[config.mk]
export PLATFORM = sky130hd
export DESIGN_NAME = stopwatch_ctrl_flat
export DESIGN_NICKNAME = d
export VERILOG_FILES = /design/src/rtl/stopwatch_pkg.sv /design/src/rtl/stopwatch_if.sv /design/src/rtl/key_debounce.sv /design/src/rtl/stopwatch_ctrl.sv /design/src/flat_wrapper.sv
export SDC_FILE = /design/constraint.sdc
export NUM_CORES = 1
export LEC_CHECK = 0
export BUFFER_PORTS_ARGS = -buffer_cell sky130_fd_sc_hd__buf_2
export CAP_MARGIN = 20
export CORE_MARGIN = 2
export CORE_UTILIZATION = 60
export CTS_CLUSTER_SIZE = 8
export DETAILED_ROUTE_END_ITERATION = 16
export PLACE_DENSITY_LB_ADDON = 0.3
export SLEW_MARGIN = 0
export SYNTH_ARGS = -nofsm -noshare
export SYNTH_HDL_FRONTEND = slang
export SYNTH_SLANG_ARGS = --single-unit
[constraint.sdc]
create_clock -name clk -period 2.26 [get_ports clk]
set_input_delay 0.113 -clock clk [delete_from_list [all_inputs] [get_ports clk]]
set_output_delay 0.113 -clock clk [all_outputs]
set_load 0.02 [all_outputs]
[src/rtl/stopwatch_pkg.sv]
// Shared encodings for the mm:ss stopwatch controller.
package stopwatch_pkg;

   localparam int DIGIT_W = 4;
   localparam int DISP_W  = 16;

   typedef enum logic [1:0] {
      IDLE  = 2'd0,
      RUN   = 2'd1,
      PAUSE = 2'd2,
      LAP   = 2'd3
   } state_t;

endpackage

[src/rtl/stopwatch_if.sv]
// Signal bundle between the stopwatch controller, the board keys and the
// BCD counter / display path.
// Protocol: keys are raw asynchronous levels (low = pressed); cnt_en and
// cnt_clr are single-cycle strobes that the counter acts on at the next
// posedge with no back-pressure; disp_bcd, state, lap_active and key_level
// are plain levels valid every cycle.
interface stopwatch_if;
   import stopwatch_pkg::*;

   logic              key_start_n;
   logic              key_lap_n;
   logic              key_clear_n;
   logic [DISP_W-1:0] time_bcd;
   logic              cnt_en;
   logic              cnt_clr;
   logic [DISP_W-1:0] disp_bcd;
   state_t            state;
   logic              lap_active;
   logic [2:0]        key_level;  // debounced levels {clear, lap, start}

   modport master (
      input  key_start_n, key_lap_n, key_clear_n, time_bcd,
      output cnt_en, cnt_clr, disp_bcd, state, lap_active, key_level
   );

   modport slave (
      output key_start_n, key_lap_n, key_clear_n, time_bcd,
      input  cnt_en, cnt_clr, disp_bcd, state, lap_active, key_level
   );

endinterface

[src/rtl/key_debounce.sv]
// Synchronizes one raw active-low key and accepts a new level only after
// DB_CYCLES consecutive differing samples; press pulses on the 1->0 edge.
module key_debounce #(
   parameter int DB_CYCLES = 500_000
) (
   input  logic clk,
   input  logic rstn,
   input  logic key_n,
   output logic level,
   output logic press
);

   localparam int CW = (DB_CYCLES < 2) ? 1 : $clog2(DB_CYCLES + 1);

   logic          sync1;
   logic          sync2;
   logic [CW-1:0] cnt;

   // Two-flop synchronizer, idles at released (1).
   always_ff @(posedge clk or negedge rstn) begin
      if (!rstn) begin
         sync1 <= 1'b1;
         sync2 <= 1'b1;
      end else begin
         sync1 <= key_n;
         sync2 <= sync1;
      end
   end

   // Stability counter: any sample matching the current level restarts it.
   always_ff @(posedge clk or negedge rstn) begin
      if (!rstn) begin
         level <= 1'b1;
         cnt   <= '0;
         press <= 1'b0;
      end else begin
         press <= 1'b0;
         if (sync2 != level) begin
            if (cnt == CW'(DB_CYCLES - 1)) begin
               level <= sync2;
               cnt   <= '0;
               press <= ~sync2;
            end else begin
               cnt <= cnt + 1'b1;
            end
         end else begin
            cnt <= '0;
         end
      end
   end

endmodule

[src/rtl/stopwatch_ctrl.sv]
// Stopwatch control: key debouncing, start/pause/lap/clear FSM, 1 Hz
// count-enable prescaler, lap freeze register and display mux.
module stopwatch_ctrl
   import stopwatch_pkg::*;
#(
   parameter int CLK_HZ    = 50_000_000,
   parameter int TICK_HZ   = 1,
   parameter int DB_CYCLES = 500_000
) (
   input  logic       clk,
   input  logic       rstn,
   stopwatch_if.master bus
);

   localparam int TICK_DIV = CLK_HZ / TICK_HZ;
   localparam int PW       = $clog2(TICK_DIV);
   localparam logic [PW-1:0] PRESC_LAST = PW'(TICK_DIV - 1);

   logic lvl_start, lvl_lap, lvl_clear;
   logic prs_start, prs_lap, prs_clear;

   key_debounce #(.DB_CYCLES(DB_CYCLES)) u_db_start (
      .clk(clk), .rstn(rstn), .key_n(bus.key_start_n),
      .level(lvl_start), .press(prs_start)
   );
   key_debounce #(.DB_CYCLES(DB_CYCLES)) u_db_lap (
      .clk(clk), .rstn(rstn), .key_n(bus.key_lap_n),
      .level(lvl_lap), .press(prs_lap)
   );
   key_debounce #(.DB_CYCLES(DB_CYCLES)) u_db_clear (
      .clk(clk), .rstn(rstn), .key_n(bus.key_clear_n),
      .level(lvl_clear), .press(prs_clear)
   );

   // Same-cycle priority: clear beats start beats lap; losers are dropped.
   logic ev_clear, ev_start, ev_lap;
   assign ev_clear = prs_clear;
   assign ev_start = prs_start & ~prs_clear;
   assign ev_lap   = prs_lap & ~prs_start & ~prs_clear;

   state_t            state_q, state_d;
   logic              clr_req;
   logic              lap_load;
   logic [PW-1:0]     presc_q;
   logic              cnt_en_q;
   logic              cnt_clr_q;
   logic [DISP_W-1:0] lap_q;

   // State register.
   always_ff @(posedge clk or negedge rstn) begin
      if (!rstn) state_q <= IDLE;
      else       state_q <= state_d;
   end

   // Next-state decode plus the clear and lap-capture requests.
   always_comb begin
      state_d  = state_q;
      clr_req  = 1'b0;
      lap_load = 1'b0;
      unique case (state_q)
         IDLE: begin
            if (ev_clear)      clr_req = 1'b1;
            else if (ev_start) state_d = RUN;
         end
         RUN: begin
            if (ev_start) state_d = PAUSE;
            else if (ev_lap) begin
               state_d  = LAP;
               lap_load = 1'b1;
            end
         end
         LAP: begin
            if (ev_start)    state_d = PAUSE;
            else if (ev_lap) state_d = RUN;
         end
         PAUSE: begin
            if (ev_clear) begin
               state_d = IDLE;
               clr_req = 1'b1;
            end else if (ev_start) begin
               state_d = RUN;
            end
         end
         default: state_d = IDLE;
      endcase
   end

   // The prescaler only moves while both the current and next state are
   // counting, so it freezes on the very edge a pause begins and resumes
   // one edge after leaving PAUSE; no tick can be lost on a transition edge.
   logic counting_q, counting_d, advance, wrap;
   assign counting_q = (state_q == RUN) || (state_q == LAP);
   assign counting_d = (state_d == RUN) || (state_d == LAP);
   assign advance    = counting_q && counting_d;
   assign wrap       = advance && (presc_q == PRESC_LAST);

   // Prescaler and registered count-enable / clear strobes.
   always_ff @(posedge clk or negedge rstn) begin
      if (!rstn) begin
         presc_q   <= '0;
         cnt_en_q  <= 1'b0;
         cnt_clr_q <= 1'b0;
      end else begin
         cnt_en_q  <= wrap;
         cnt_clr_q <= clr_req;
         if (state_d == IDLE && state_q != IDLE) presc_q <= '0;
         else if (wrap)                          presc_q <= '0;
         else if (advance)                       presc_q <= presc_q + 1'b1;
      end
   end

   // Lap register captures the live value on the edge that enters LAP.
   always_ff @(posedge clk or negedge rstn) begin
      if (!rstn)         lap_q <= '0;
      else if (lap_load) lap_q <= bus.time_bcd;
   end

   assign bus.cnt_en     = cnt_en_q;
   assign bus.cnt_clr    = cnt_clr_q;
   assign bus.state      = state_q;
   assign bus.lap_active = (state_q == LAP);
   assign bus.disp_bcd   = (state_q == LAP) ? lap_q : bus.time_bcd;
   assign bus.key_level  = {lvl_clear, lvl_lap, lvl_start};

endmodule

[src/flat_wrapper.sv]
// flat-port wrapper written by rule: the top's interface ports become plain ports
module stopwatch_ctrl_flat import stopwatch_pkg::*;
#(
   parameter int CLK_HZ    = 50_000_000,
   parameter int TICK_HZ   = 1,
   parameter int DB_CYCLES = 500_000
)
  (clk, rstn, bus_key_start_n, bus_key_lap_n, bus_key_clear_n, bus_time_bcd, bus_cnt_en, bus_cnt_clr, bus_disp_bcd, bus_state, bus_lap_active, bus_key_level);
  stopwatch_if bus_i ();
  input  logic clk;
  input  logic rstn;
  input wire logic [$bits(bus_i.key_start_n)-1:0] bus_key_start_n;
  input wire logic [$bits(bus_i.key_lap_n)-1:0] bus_key_lap_n;
  input wire logic [$bits(bus_i.key_clear_n)-1:0] bus_key_clear_n;
  input wire logic [$bits(bus_i.time_bcd)-1:0] bus_time_bcd;
  output wire logic [$bits(bus_i.cnt_en)-1:0] bus_cnt_en;
  output wire logic [$bits(bus_i.cnt_clr)-1:0] bus_cnt_clr;
  output wire logic [$bits(bus_i.disp_bcd)-1:0] bus_disp_bcd;
  output wire logic [$bits(bus_i.state)-1:0] bus_state;
  output wire logic [$bits(bus_i.lap_active)-1:0] bus_lap_active;
  output wire logic [$bits(bus_i.key_level)-1:0] bus_key_level;
  assign bus_i.key_start_n = bus_key_start_n;
  assign bus_i.key_lap_n = bus_key_lap_n;
  assign bus_i.key_clear_n = bus_key_clear_n;
  assign bus_i.time_bcd = bus_time_bcd;
  assign bus_cnt_en = bus_i.cnt_en;
  assign bus_cnt_clr = bus_i.cnt_clr;
  assign bus_disp_bcd = bus_i.disp_bcd;
  assign bus_state = bus_i.state;
  assign bus_lap_active = bus_i.lap_active;
  assign bus_key_level = bus_i.key_level;
  stopwatch_ctrl #(.CLK_HZ(CLK_HZ), .TICK_HZ(TICK_HZ), .DB_CYCLES(DB_CYCLES)) u_core (.clk(clk), .rstn(rstn), .bus(bus_i));
endmodule
* After elaboration in Yosys (flattened, before gate mapping)
Cells that the tools add are included.
** Storage, ports and cells
- Register bits :: 115
- Latch bits :: 0
- Bits in writable memories :: 0
- Memory bits (read-only) :: 0
- Input port bits :: 21
- Output and inout bits :: 24
- Logic and storage cells :: 86
- Memories kept :: 0
** Operators by class
- Add/subtract/negate cells :: 4
- $mul :: 0
- Divide/modulo/power cells :: 0
- Order comparisons :: 0
- Equal/unequal tests :: 12
- Shifts and indexed selects :: 0
- Mux-type cells :: 29
- Bitwise logic cells :: 8
- Reductions and logical operators :: 13
** Operators with widths (number)
- two-way mux 19 bit :: 6
- two-way mux 26 bit :: 3
- adder 19 x 1 -> 19 bit (second input constant) :: 3
- equality test 19 bit (second input constant) :: 3
- adder 26 x 1 -> 26 bit (second input constant) :: 1
- equality test 26 bit (second input constant) :: 1
- two-way mux 16 bit :: 1
- two-way mux 2 bit :: 7
- two-way mux 1 bit :: 11
- one-hot mux 2 bit (4 select lines) :: 1
- equality test 2 bit (second input constant) :: 3
- AND reduction 2 bit :: 3
- inverter 1 bit :: 5
- equality test 2 x 1 -> 1 bit (second input constant) :: 2
- logical NOT 2 bit :: 2
- AND 1 bit :: 3
- logical AND 1 bit :: 3
- inequality test 1 bit :: 3
- nonzero test 3 bit :: 1
- logical OR 1 bit :: 2
- nonzero test 2 bit :: 1
- OR reduction 2 bit :: 1

* Logic depth before layout (Yosys ltp)
Gate-level depths: netlist (run 1).
- Depth in word-level cells :: 12
- Depth in mapped cells :: 7
- Mapped depth without buffers :: 6

* Modules after synthesis
A second synthesis (run 1) with hierarchy kept.
** Unflattened totals
- Cells, all modules :: 561
- Area total of the unflattened synthesis :: 5825.6 µm²
** By module, submodules not included
- stopwatch_ctrl :: times used 1, cells each 235, area an instance 2442.3 µm², sequential area each 1151.1 µm²
- key_debounce at u_core.u_db_clear ... :: times used 2, cells each 110, area an instance 1122.3 µm², sequential area each 579.3 µm²
- key_debounce at u_core.u_db_lap :: times used 1, cells each 106, area an instance 1138.6 µm², sequential area each 579.3 µm²

* Least setup slack after synthesis (run 1)
No wires, ideal clock.
- Kind :: reg2reg
- From :: reg u_core.presc_q[0]
- To :: reg u_core.presc_q[24]
- Library setup time :: 138 ps
- Arrival time :: 1785 ps
- Data required time :: 2122 ps
- Setup slack :: 337 ps
- Cell stages (with the launch flop) :: 8
- Buffers on the path :: 1
- Cells stage by stage :: dfrtp_1 -> ha_1 -> and4_1 -> nand4_1 -> o31a_1 -> buf_2 -> a41oi_1 -> a31oi_1
** Between the ends
- Cells in the longest elaborated chain, start to end :: 4
- Elaborated cells on any way between the ends :: 7
- Those cells by class :: 1 x add/sub; 1 x eq/ne; 3 x mux; 2 x reduce/logical
** Ends and longest elaborated chain
- from (decl) :: line stopwatch_ctrl.sv:44 : logic [PW-1:0] presc_q;
- from (signal assigned) :: line stopwatch_ctrl.sv:108 : else if (advance) presc_q <= presc_q + 1'b1;
- adder 26 x 1 -> 26 bit / equality test 26 bit (equally long branches) :: line stopwatch_ctrl.sv:108, stopwatch_ctrl.sv:95
- two-way mux 26 bit / logical AND 1 bit (equally long branches) :: line stopwatch_ctrl.sv:108, stopwatch_ctrl.sv:95
- two-way mux 26 bit :: line stopwatch_ctrl.sv:107 : else if (wrap) presc_q <= '0;
- two-way mux 26 bit :: line stopwatch_ctrl.sv:106 : if (state_d == IDLE && state_q != IDLE) presc_q <= '0;
Several ways; a longest one is shown, not always the timed one. The select of a mux whose other input is x is not followed.
A chain may end at the register's enable or synchronous reset.

* Final worst setup path (run 1)
- From :: reg u_core.presc_q[1]
- To :: reg u_core.presc_q[8]
The elaborated chain is that of the path after synthesis.

==> results of run 1 <==
[final timing paths]
kind	slack [ns]	end	cells past startpoint	startpoint
max in group asynchronous	1.32	u_core.u_db_clear.level$_DFFE_PN1P_	3	rstn
setup reg to reg	0.13	u_core.presc_q[8]$_DFFE_PN0P_	7	u_core.presc_q[1]$_DFFE_PN0P_
hold / removal	0.15	u_core.presc_q[23]$_DFFE_PN0P_	2	rstn
setup / recovery	0.13	u_core.presc_q[8]$_DFFE_PN0P_	7	u_core.presc_q[1]$_DFFE_PN0P_
min in group clk	0.25	u_core.u_db_lap.sync1$_DFF_PN1_	2	bus_key_lap_n
hold reg to reg	0.35	u_core.u_db_start.sync2$_DFF_PN1_	0	u_core.u_db_start.sync1$_DFF_PN1_
[worst max-delay path, delay by kind of cell (launching register included)]
family	cells	cell delay (ns)
AOI/OAI and AO/OA	3	0.71
DFF	1	0.43
and+or+nand+nor	2	0.37
adders and majority gates	1	0.27
buffers and inverters	1	0.21
[logic make-up after synthesis]
kind of cell             after synthesis  share of synthesized area [%]
XOR/XNOR                              57                          8.881
multiplexers                          37                          7.501
buffers and inverters                 29                          2.515
adder cells (fa/ha/maj)                4                         0.8903
AND/OR/NAND/NOR                      232                          22.19
AO/OA/AOI/OAI                         59                          6.633
flip-flops                           115                          51.39
[power groups by stage]
stage	clock, uW	sequential, uW	combinational [uW]
after floorplan	0	2150	85.6
after global placement	0	2160	168
after detailed placement	0	2160	173
after CTS	2870	2120	201
after global routing	2980	2130	224
final	2840	2130	202
[layout by cell type, fill, tap and decap left out, types with 3 or more instances in the layout]
cell	count
dfrtp_1	106
nor2_1	74
buf_2	43
xor2_1	39
mux2_2	33
nand2_1	31
nand3_1	30
nand4_1	23
dlygate4sd3_1	20
a21oi_1	19
xnor2_1	18
clkbuf_16	16
buf_4	14
inv_1	13
nor3_1	13
o21ai_0	12
and3_1	10
a31oi_1	9
dfstp_2	9
and4_1	8
nor4_1	7
bufinv_16	5
nand2b_1	4
ha_1	4
clkinv_2	4
o21bai_1	3
nor4b_1	3
nand4_2	3
nand4b_1	3
or4_4	3
and2_1	3
nor3b_1	3
o21ai_1	3
clkinvlp_4	3
[per-stage QoR]
stage,hold WS (ns),power [uW],util (%)
2_1_floorplan,-0.1826,2237,-
3_3_place_gp,0.1656,2323,65.65
3_5_place_dp,0.1735,2331,65.65
4_1_cts,0.1700,5190,74.74
5_1_grt,0.2035,5331,75.04
6_report,0.1471,5164,75.04
[registers in the layout (all words and copies together) (netlist names)]
signal	flops
u_core.presc_q	26
u_core.u_db_clear.cnt	19
u_core.u_db_lap.cnt	19
u_core.u_db_start.cnt	19
u_core.lap_q	16
u_core.bus.state	2
u_core.bus.cnt_clr	1
u_core.bus.cnt_en	1
u_core.u_db_clear.level	1
u_core.u_db_clear.press	1
u_core.u_db_clear.sync1	1
u_core.u_db_clear.sync2	1
u_core.u_db_lap.level	1
u_core.u_db_lap.press	1
u_core.u_db_lap.sync1	1
u_core.u_db_lap.sync2	1
u_core.u_db_start.level	1
u_core.u_db_start.press	1
u_core.u_db_start.sync1	1
u_core.u_db_start.sync2	1
[layer usage]
| metal | global-route usage (%) | vias to the layer above | wire (um) |
|---|---|---|---|
| met3 | 6.796 | 26 | 519 |
| met2 | 41.59 | 133 | 6177 |
| met4 | 10.12 | 0 | 262 |
| li1 | - | 2052 | - |
| met1 | 33.15 | 2107 | 5281 |
| met5 | 0 | - | 0 |
[timing repair]
action,4_1_cts,5_1_grt
setup buffers,0,1
hold buffers,20,0
gates resized for setup,2,1
hold endpoints to repair,64,0
cloned,0,0
pin swaps,0,1
setup endpoints to repair,18,4
[area by class of cell]
cell class	count	area share, %
timing repair buffer	79	8.162
clock inverter	14	3.061
inverter	13	0.7105
multi-input combinational	389	37.89
clock buffer	18	6.085
sequential	115	42.07
tap	111	2.022
[cells in the mapped netlist (all sizes together) (3+ instances only)]
cell and n:
xnor2 18, dfstp 9, and2 3, nand2b 4
nor4 8, nand3 30, nand4b 3, nand2 34
nand4 26, nor4b 4, xor2 39, and4 8
nor3b 3, dfrtp 106, ha 4, o21ai 15
nor2 75, nor3 13, or4 5, inv 13
buf 10, o21bai 3, a21oi 19, mux2 35
and3 10, clkbuf 6, a31oi 9
==> results_dict.tcl, run 1 <==
set metrics [dict create \
    crit_type "register to register" \
    syn_nets 558 \
    syn2layout_area_growth_pct 22.17 \
    clock_path_buffers 2 \
    grt_pass1_wl_um 20470 \
    synth-edff-count 0 \
    stdcell_count 739 \
    drtIter0Drc 270 \
    chipWidth_um 100.8 \
    crit_slowest_cell "o31a_4" \
    yosys-top-cells-area "dfrtp_1 47%, mux2_2 6.6%, xor2_1 6.1%" \
    dp_slack_ns 0.03859 \
    dpl_cell_area_um2 6008 \
    synth-seq-cells 115 \
    multiInputGateArea_um2 2603 \
    std_cell_rows 35 \
    io_buffers 44 \
    p_int_uw 4081 \
    diodes 0 \
    regArea_um2 2889 \
    crit_required_ns 2.64 \
    period_share_pct 94.30 \
    gp_congestion 0.8299 \
    dieArea_um2 10160 \
    clk_latency_ns 0.52 \
    drive_gt1_share_pct 24.04 \
    power_frac_clock_pct 54.9 \
    wl_per_cell_um 16.56 \
    drc 0 \
    cts.sinks 115 \
    cp-end-kind "register" \
    combinationalPowerShare_pct 3.9 \
    fp.coreArea_um2 9153 \
    yosysSeqAreaShare_pct 51.39 \
    die_y_um 100.8 \
    stdcell_area_um2 6868 \
    worstPathArrival_ns 2.51 \
    numCtsBuffers 17 \
    fin_nets 640 \
    min_path_type "input port to asynchronous set/reset pin" \
    grt_pass1_vias 4334 \
    tightest_slew_ns 0.8358 \
    synth_top_cell_by_area "dfrtp_1" \
    grt_max_degree 51 \
    maxSlewHeadroom_pct 44.12 \
    start_util_pct 61.42 \
    finalSetupViolations 0 \
    syn_area_um2 5622 \
    clock-root-buffer "clkbuf_8" \
    route.vias.total 4318 \
    p_per_area_nw_per_um2 751.9 \
    cts_tree "built" \
    yosys.area.top_type_share_pct 47.18 \
    dp_hpwl_um 7293 \
    async_flop_share_pct 100.0 \
    switchingPower_uw 1082 \
    fin_setup_tns_ns 0 \
    syn_inst 533 \
    io_pins 45 \
    power.share.sequential_pct 41.2 \
    period_needed_ns 2.131 \
    yosys_warnings 0 \
    hold_viol 0 \
    dominantRegCellSynth "dfrtp_1" \
    run_status "completed" \
    drv_cap 0 \
    drtAntennaViolNets 0 \
    syn_avg_cell_area_um2 10.55 \
    placedCellCount 686 \
    vdd_drop_max_uv 669.8 \
    cp_max_fo 19 \
    setup_ws_ns 0.1287 \
    slowest_delay_ns 0.47 \
    grt.overflow.total 0 \
    grtUsageTotal_pct 25.70 \
    max_freq_ghz 0.4692 \
    antenna_found_initial 0 \
    fillCellCount 577 \
    start_kind "register" \
    viasPerCell 5.843 \
    cellLeakagePower_uw 0.003047 \
    rsz0062_at_grt "no" \
    synth_cell_type_count 52 \
    firstDrtPassIters 5 \
    clock_skew_ns 0.01376 \
    clkSlewWorstSetupHoldPaths_ns 0.06 \
    wirelength_um 12240 \
    slew_viol_final 0 \
    htree_levels 4 \
    swShare_pct 20.96 \
    crit_chain "ha_1 -> and4_1 -> nand4_1 -> o31a_4 -> buf_4 -> o21ai_0 -> a31oi_1" \
]
No activity file was read; power rests on OpenSTA's default activity.
==> run 2, diff against run 1 <==
--- a/config.mk
+++ b/config.mk
@@ -7,8 +7,9 @@
 export LEC_CHECK = 0
 export BUFFER_PORTS_ARGS = -buffer_cell sky130_fd_sc_hd__buf_2
 export CAP_MARGIN = 20
+export CORE_ASPECT_RATIO = 0.9
 export CORE_MARGIN = 2
-export CORE_UTILIZATION = 60
+export CORE_UTILIZATION = 54
 export CTS_CLUSTER_SIZE = 8
 export DETAILED_ROUTE_END_ITERATION = 16
 export PLACE_DENSITY_LB_ADDON = 0.3
==> constraint.sdc (replaced) <==
create_clock -name clk -period 1.9 [get_ports clk]
set_input_delay 0.095 -clock clk [delete_from_list [all_inputs] [get_ports clk]]
set_output_delay 0.095 -clock clk [all_outputs]
set_load 0.02 [all_outputs]
==> run 2 against run 1 <==
Against the previous run: the flow now finishes with violations (setup timing); clock-buffer cell count grew 10; design area grew 6.8%; critical path depth is the same; die area grew 11%; critical path type unchanged; largest cell class unchanged.
==> results_dict.tcl, run 2 (synthesis results as in run 1) <==
set metrics [dict create \
    run_status "finished with violations" \
    failed_checks "setup timing" \
    grt.overflow.total 0 \
    fp.coreArea_um2 10200 \
    regArea_um2 2889 \
    chipWidth_um 111.6 \
    top_register "u_core.presc_q" \
    crit_required_ns 2.22 \
    max_freq_ghz 0.5231 \
    die_y_um 100.8 \
    gp_congestion 0.8322 \
    grt_max_degree 42 \
    p_per_area_nw_per_um2 830.5 \
    tightest_slew_ns 0.5883 \
    drtAntennaViolNets 0 \
    finalSetupViolations 1 \
    multiInputGateArea_um2 2658 \
    grt_pass1_vias 4582 \
    crit_type "register to register" \
    worstPathArrival_ns 2.23 \
    clk_latency_ns 0.41 \
    cellLeakagePower_uw 0.003305 \
    start_kind "register" \
    layout_commonest_cell "dfrtp_1" \
    hold_viol 0 \
    drc 0 \
    antenna_found_initial 0 \
    vdd_drop_max_uv 1587 \
    dpl_cell_area_um2 6349 \
    largest_register_ffs 26 \
    viasPerCell 5.684 \
    cts.sinks 115 \
    cp_max_fo 4 \
    syn2layout_area_growth_pct 30.49 \
    std_cell_rows 35 \
    fin_nets 688 \
    clock-root-buffer "clkbuf_16" \
    drv_cap 0 \
    fillCellCount 683 \
    clock_path_buffers 2 \
    diodes 0 \
    stdcell_area_um2 7336 \
    route.vias.total 4576 \
    drtIter0Drc 310 \
    numCtsBuffers 17 \
    wirelength_um 13070 \
    period_share_pct 100.6 \
    timing.rr.start "u_core.presc_q[0]$_DFFE_PN0P_" \
    wl_per_cell_um 16.23 \
    slew_viol_final 0 \
    htree_levels 4 \
    dieArea_um2 11240 \
    r2r_slack_ns -0.01 \
    clock_skew_ns 0.008400 \
    io_buffers 44 \
    dp_hpwl_um 7920 \
    firstDrtPassIters 5 \
    cts_tree "built" \
    maxSlewHeadroom_pct 60.78 \
    min_path_type "input port to asynchronous set/reset pin" \
    final_util_pct 71.89 \
    worstSetupStartpoint "u_core.presc_q[0]$_DFFE_PN0P_" \
    drive_gt1_share_pct 29.73 \
    setup_ws_ns -0.01177 \
    rsz0062_at_grt "yes" \
    grt_pass1_wl_um 21750 \
    period_needed_ns 1.912 \
    start_util_pct 55.10 \
    fin_setup_tns_ns -0.01177 \
    grtUsageTotal_pct 24.42 \
    cp-end-kind "register" \
    io_pins 45 \
    clkSlewWorstSetupHoldPaths_ns 0.05 \
    layout_common_cells "106 x dfrtp_1, 74 x nor2_1, 57 x buf_4" \
]
[run 2: cell count changes in the layout (fill, tap and decap cells not counted), sizes merged]
cell / before / now
buf: 59 / 107
bufinv: 5 / 3
clkinvlp: 3 / 0
inv: 14 / 13
clkinv: 5 / 1
clkbuf: 18 / 28
[run 2: path summary, 6_finish.rpt]
check                                                     to  cells past startpoint
setup / recovery              u_core.presc_q[24]$_DFFE_PN0P_                      7
min in group clk             u_core.u_db_lap.sync1$_DFF_PN1_                      2
setup reg to reg              u_core.presc_q[24]$_DFFE_PN0P_                      7
max in group asynchronous  u_core.u_db_clear.sync1$_DFF_PN1_                      3
hold / removal                u_core.presc_q[19]$_DFFE_PN0P_                      2
hold reg to reg            u_core.u_db_start.sync2$_DFF_PN1_                      0
[run 2: power breakdown]
group / switching [uW] / internal (uW) / total, uW
combinational: 138 / 115 / 252
clock: 1040 / 2270 / 3310
sequential: 32.6 / 2500 / 2530
total: 1210 / 4880 / 6090
[run 2: timing repair]
item,in CTS,in global routing
pin swaps,4,9
resized for setup,3,15
hold buffers,20,0
endpoints found under the hold margin,48,0
buffers inserted,5,5
endpoints found under the setup margin,53,63
[run 2: metal layers]
| layer | track usage [%] | vias up | wire (um) |
|---|---|---|---|
| li1 | - | 2160 | - |
| met1 | 31.02 | 2244 | 5682 |
| met2 | 40.57 | 139 | 6478 |
| met3 | 5.652 | 33 | 612 |
| met4 | 10.83 | 0 | 293 |
| met5 | 0 | - | 0 |
[run 2: area by class of cell]
type                       count  area share, %
sequential                   115          39.38
clock buffer                  28          7.181
inverter                      13         0.6652
multi-input combinational    389          36.23
tap                          129          2.200
timing repair buffer         127          13.05
clock inverter                 4          1.296
[run 2: stage by stage]
stage	hold WS (ns)	total power, uW	worst slack (ns)	cells
6_report	0.1897	6092	-0.01177	805
5_1_grt	0.2421	6296	-0.06613	805
4_1_cts	0.2106	6135	0.00001332	800
3_5_place_dp	0.08854	2783	-0.1216	743
3_3_place_gp	0.09353	2776	-0.08985	743
2_1_floorplan	-0.2006	2661	0.01494	533
[run 2: critical path: stages (launching register included)]
cell	delay [ns]
dfrtp_1	0.36
ha_2	0.19
buf_4	0.12
nand3_1	0.10
or4_4	0.59
nor2_4	0.13
a41oi_1	0.13
a31oi_1	0.20
==> run 3, diff against run 2 <==
==> constraint.sdc (replaced) <==
create_clock -name clk -period 1.9 [get_ports clk]
set_input_delay 0.38 -clock clk [delete_from_list [all_inputs] [get_ports clk]]
set_output_delay 0.38 -clock clk [all_outputs]
set_load 0.02 [all_outputs]
==> run 3 against run 2 <==
Against the previous run: the flow still finishes with violations (setup timing); sequential share of layout area is essentially flat; maximum frequency shrank 6.2%; clock skew is essentially flat; critical path depth shrank 1; first-iteration DRC count shrank 2.9%; worst setup slack lost 0.13 ns; highest routed layer unchanged.
==> results_dict.tcl, run 3 (synthesis results as in run 1) <==
set metrics [dict create \
    layout_common_cells "104 x dfrtp_1, 74 x nor2_1, 55 x buf_4" \
    cp-end-kind "register" \
    min_path_type "input port to asynchronous set/reset pin" \
    slowest_delay_ns 0.47 \
    cellLeakagePower_uw 0.003355 \
    grt.overflow.total 0 \
    slew_viol_final 0 \
    grtUsageTotal_pct 23.46 \
    crit_type "register to register" \
    start_kind "register" \
    syn2layout_area_growth_pct 30.51 \
    tightest_slew_ns 0.5946 \
    fin_nets 668 \
    clock-root-buffer "clkbuf_16" \
    dp_hpwl_um 7699 \
    chipWidth_um 111.6 \
    max_freq_ghz 0.4904 \
    clock_path_buffers 2 \
    grt_pass1_wl_um 20750 \
    wirelength_um 13430 \
    numCtsBuffers 17 \
    regArea_um2 2892 \
    antenna_found_initial 0 \
    crit_required_ns 2.18 \
    vdd_drop_max_uv 888.0 \
    clock_skew_ns 0.008084 \
    cp_max_fo 7 \
    maxSlewHeadroom_pct 60.36 \
    clkSlewWorstSetupHoldPaths_ns 0.05 \
    io_buffers 44 \
    top_register "u_core.presc_q" \
    viasPerCell 5.779 \
    cp_top_family "compound AO/OA/AOI/OAI gates" \
    cts_tree "built" \
    rsz0062_at_grt "yes" \
    fin_setup_tns_ns -1.126 \
    period_share_pct 107.3 \
    period_needed_ns 2.039 \
    drive_gt1_share_pct 33.03 \
    io_pins 45 \
    htree_levels 4 \
    hold_viol 0 \
    route.vias.total 4525 \
    holdBufCountCts 0 \
    clk_latency_ns 0.42 \
    dieArea_um2 11240 \
    run_status "finished with violations" \
    drtAntennaViolNets 0 \
    drtIter0Drc 301 \
    wl_per_cell_um 17.15 \
    final_util_pct 71.91 \
    drc 0 \
    fillCellCount 672 \
    layout_commonest_cell "dfrtp_1" \
    std_cell_rows 35 \
    cts.sinks 115 \
    crit_buf_inv 1 \
    fp.coreArea_um2 10200 \
    grt_max_degree 116 \
    grt_pass1_vias 4392 \
    finalSetupViolations 24 \
    worstPathArrival_ns 2.32 \
    die_y_um 100.8 \
    multiInputGateArea_um2 2795 \
    largest_register_ffs 26 \
    p_per_area_nw_per_um2 833.2 \
    setup_ws_ns -0.1392 \
    crit_chain "nor4b_2 -> nand4_1 -> o31a_1 -> buf_6 -> a21oi_1 -> o21bai_1" \
    diodes 0 \
    drv_cap 0 \
    gp_congestion 0.8414 \
    firstDrtPassIters 5 \
    start_util_pct 55.10 \
    failed_checks "setup timing" \
    crit_slowest_cell "o31a_1" \
]
[run 3: cell types whose count changed in the layout (fill, tap and decap cells not counted), moves of 6 or more]
cell | before | now
buf_6 | 3 | 21
dlygate4sd3_1 | 20 | 0
mux2_4 | 2 | 18
buf_2 | 43 | 27
a21oi_2 | 2 | 8
a21oi_1 | 17 | 11
mux2_2 | 33 | 17
[run 3: layer usage]
layer / global-route usage (%) / wire length [um] / vias up / part of all wire, %
met5: 0 / 0 / - / 0
met4: 9.877 / 392 / 0 / 2.9
met3: 6.675 / 754 / 43 / 5.6
met2: 37.99 / 6659 / 166 / 50
met1: 30.03 / 5620 / 2198 / 42
li1: - / - / 2118 / -
[run 3: cell type report]
| cell class | instances | area share, % |
|---|---|---|
| flip-flops and latches | 115 | 39.41 |
| repair buffers | 105 | 11.24 |
| multi-input cells | 391 | 38.10 |
| inverters | 13 | 0.6651 |
| well taps | 129 | 2.200 |
| clock buffers | 21 | 6.276 |
| clock inverters | 9 | 2.115 |
[run 3: through the flow]
step / cell area (um2) / power, uW / instances / worst slack (ns) / hold slack (ns)
after floorplan: 5625 / 2661 / 533 / 0.01364 / 0.08441
after global placement: 6286 / 2769 / 736 / 0.005370 / 0.3468
after detailed placement: 6286 / 2778 / 736 / -0.04697 / 0.3487
after CTS: 7048 / 6123 / 778 / -0.02541 / 0.05580
after global routing: 7337 / 6299 / 783 / -0.2304 / 0.04141
final: 7337 / 6113 / 783 / -0.1392 / 0.06151
[run 3: final timing paths]
path | start | end | slack [ns] | cells after the start
max | u_core.presc_q[9]$_DFFE_PN0P_ | u_core.presc_q[19]$_DFFE_PN0P_ | -0.14 | 6
min | rstn | u_core.presc_q[17]$_DFFE_PN0P_ | 0.06 | 2
max reg2reg | u_core.presc_q[9]$_DFFE_PN0P_ | u_core.presc_q[19]$_DFFE_PN0P_ | -0.14 | 6
min reg2reg | u_core.u_db_lap.sync1$_DFF_PN1_ | u_core.u_db_lap.sync2$_DFF_PN1_ | 0.36 | 0
max in group asynchronous | rstn | u_core.bus.state[1]$_DFF_PN0_ | 1.39 | 2
min in group clk | bus_key_clear_n | u_core.u_db_clear.sync1$_DFF_PN1_ | 0.06 | 1
[run 3: repair_timing]
action	4_1_cts	5_1_grt
gates resized for setup	17	70
gates cloned	2	2
pin swaps	6	18
setup endpoints to repair	26	60
setup buffers	10	4
[run 3: where the power goes]
part / internal, uW / switching [uW]
Combinational: 113 / 138
Sequential: 2500 / 32.1
Clock: 2240 / 1090
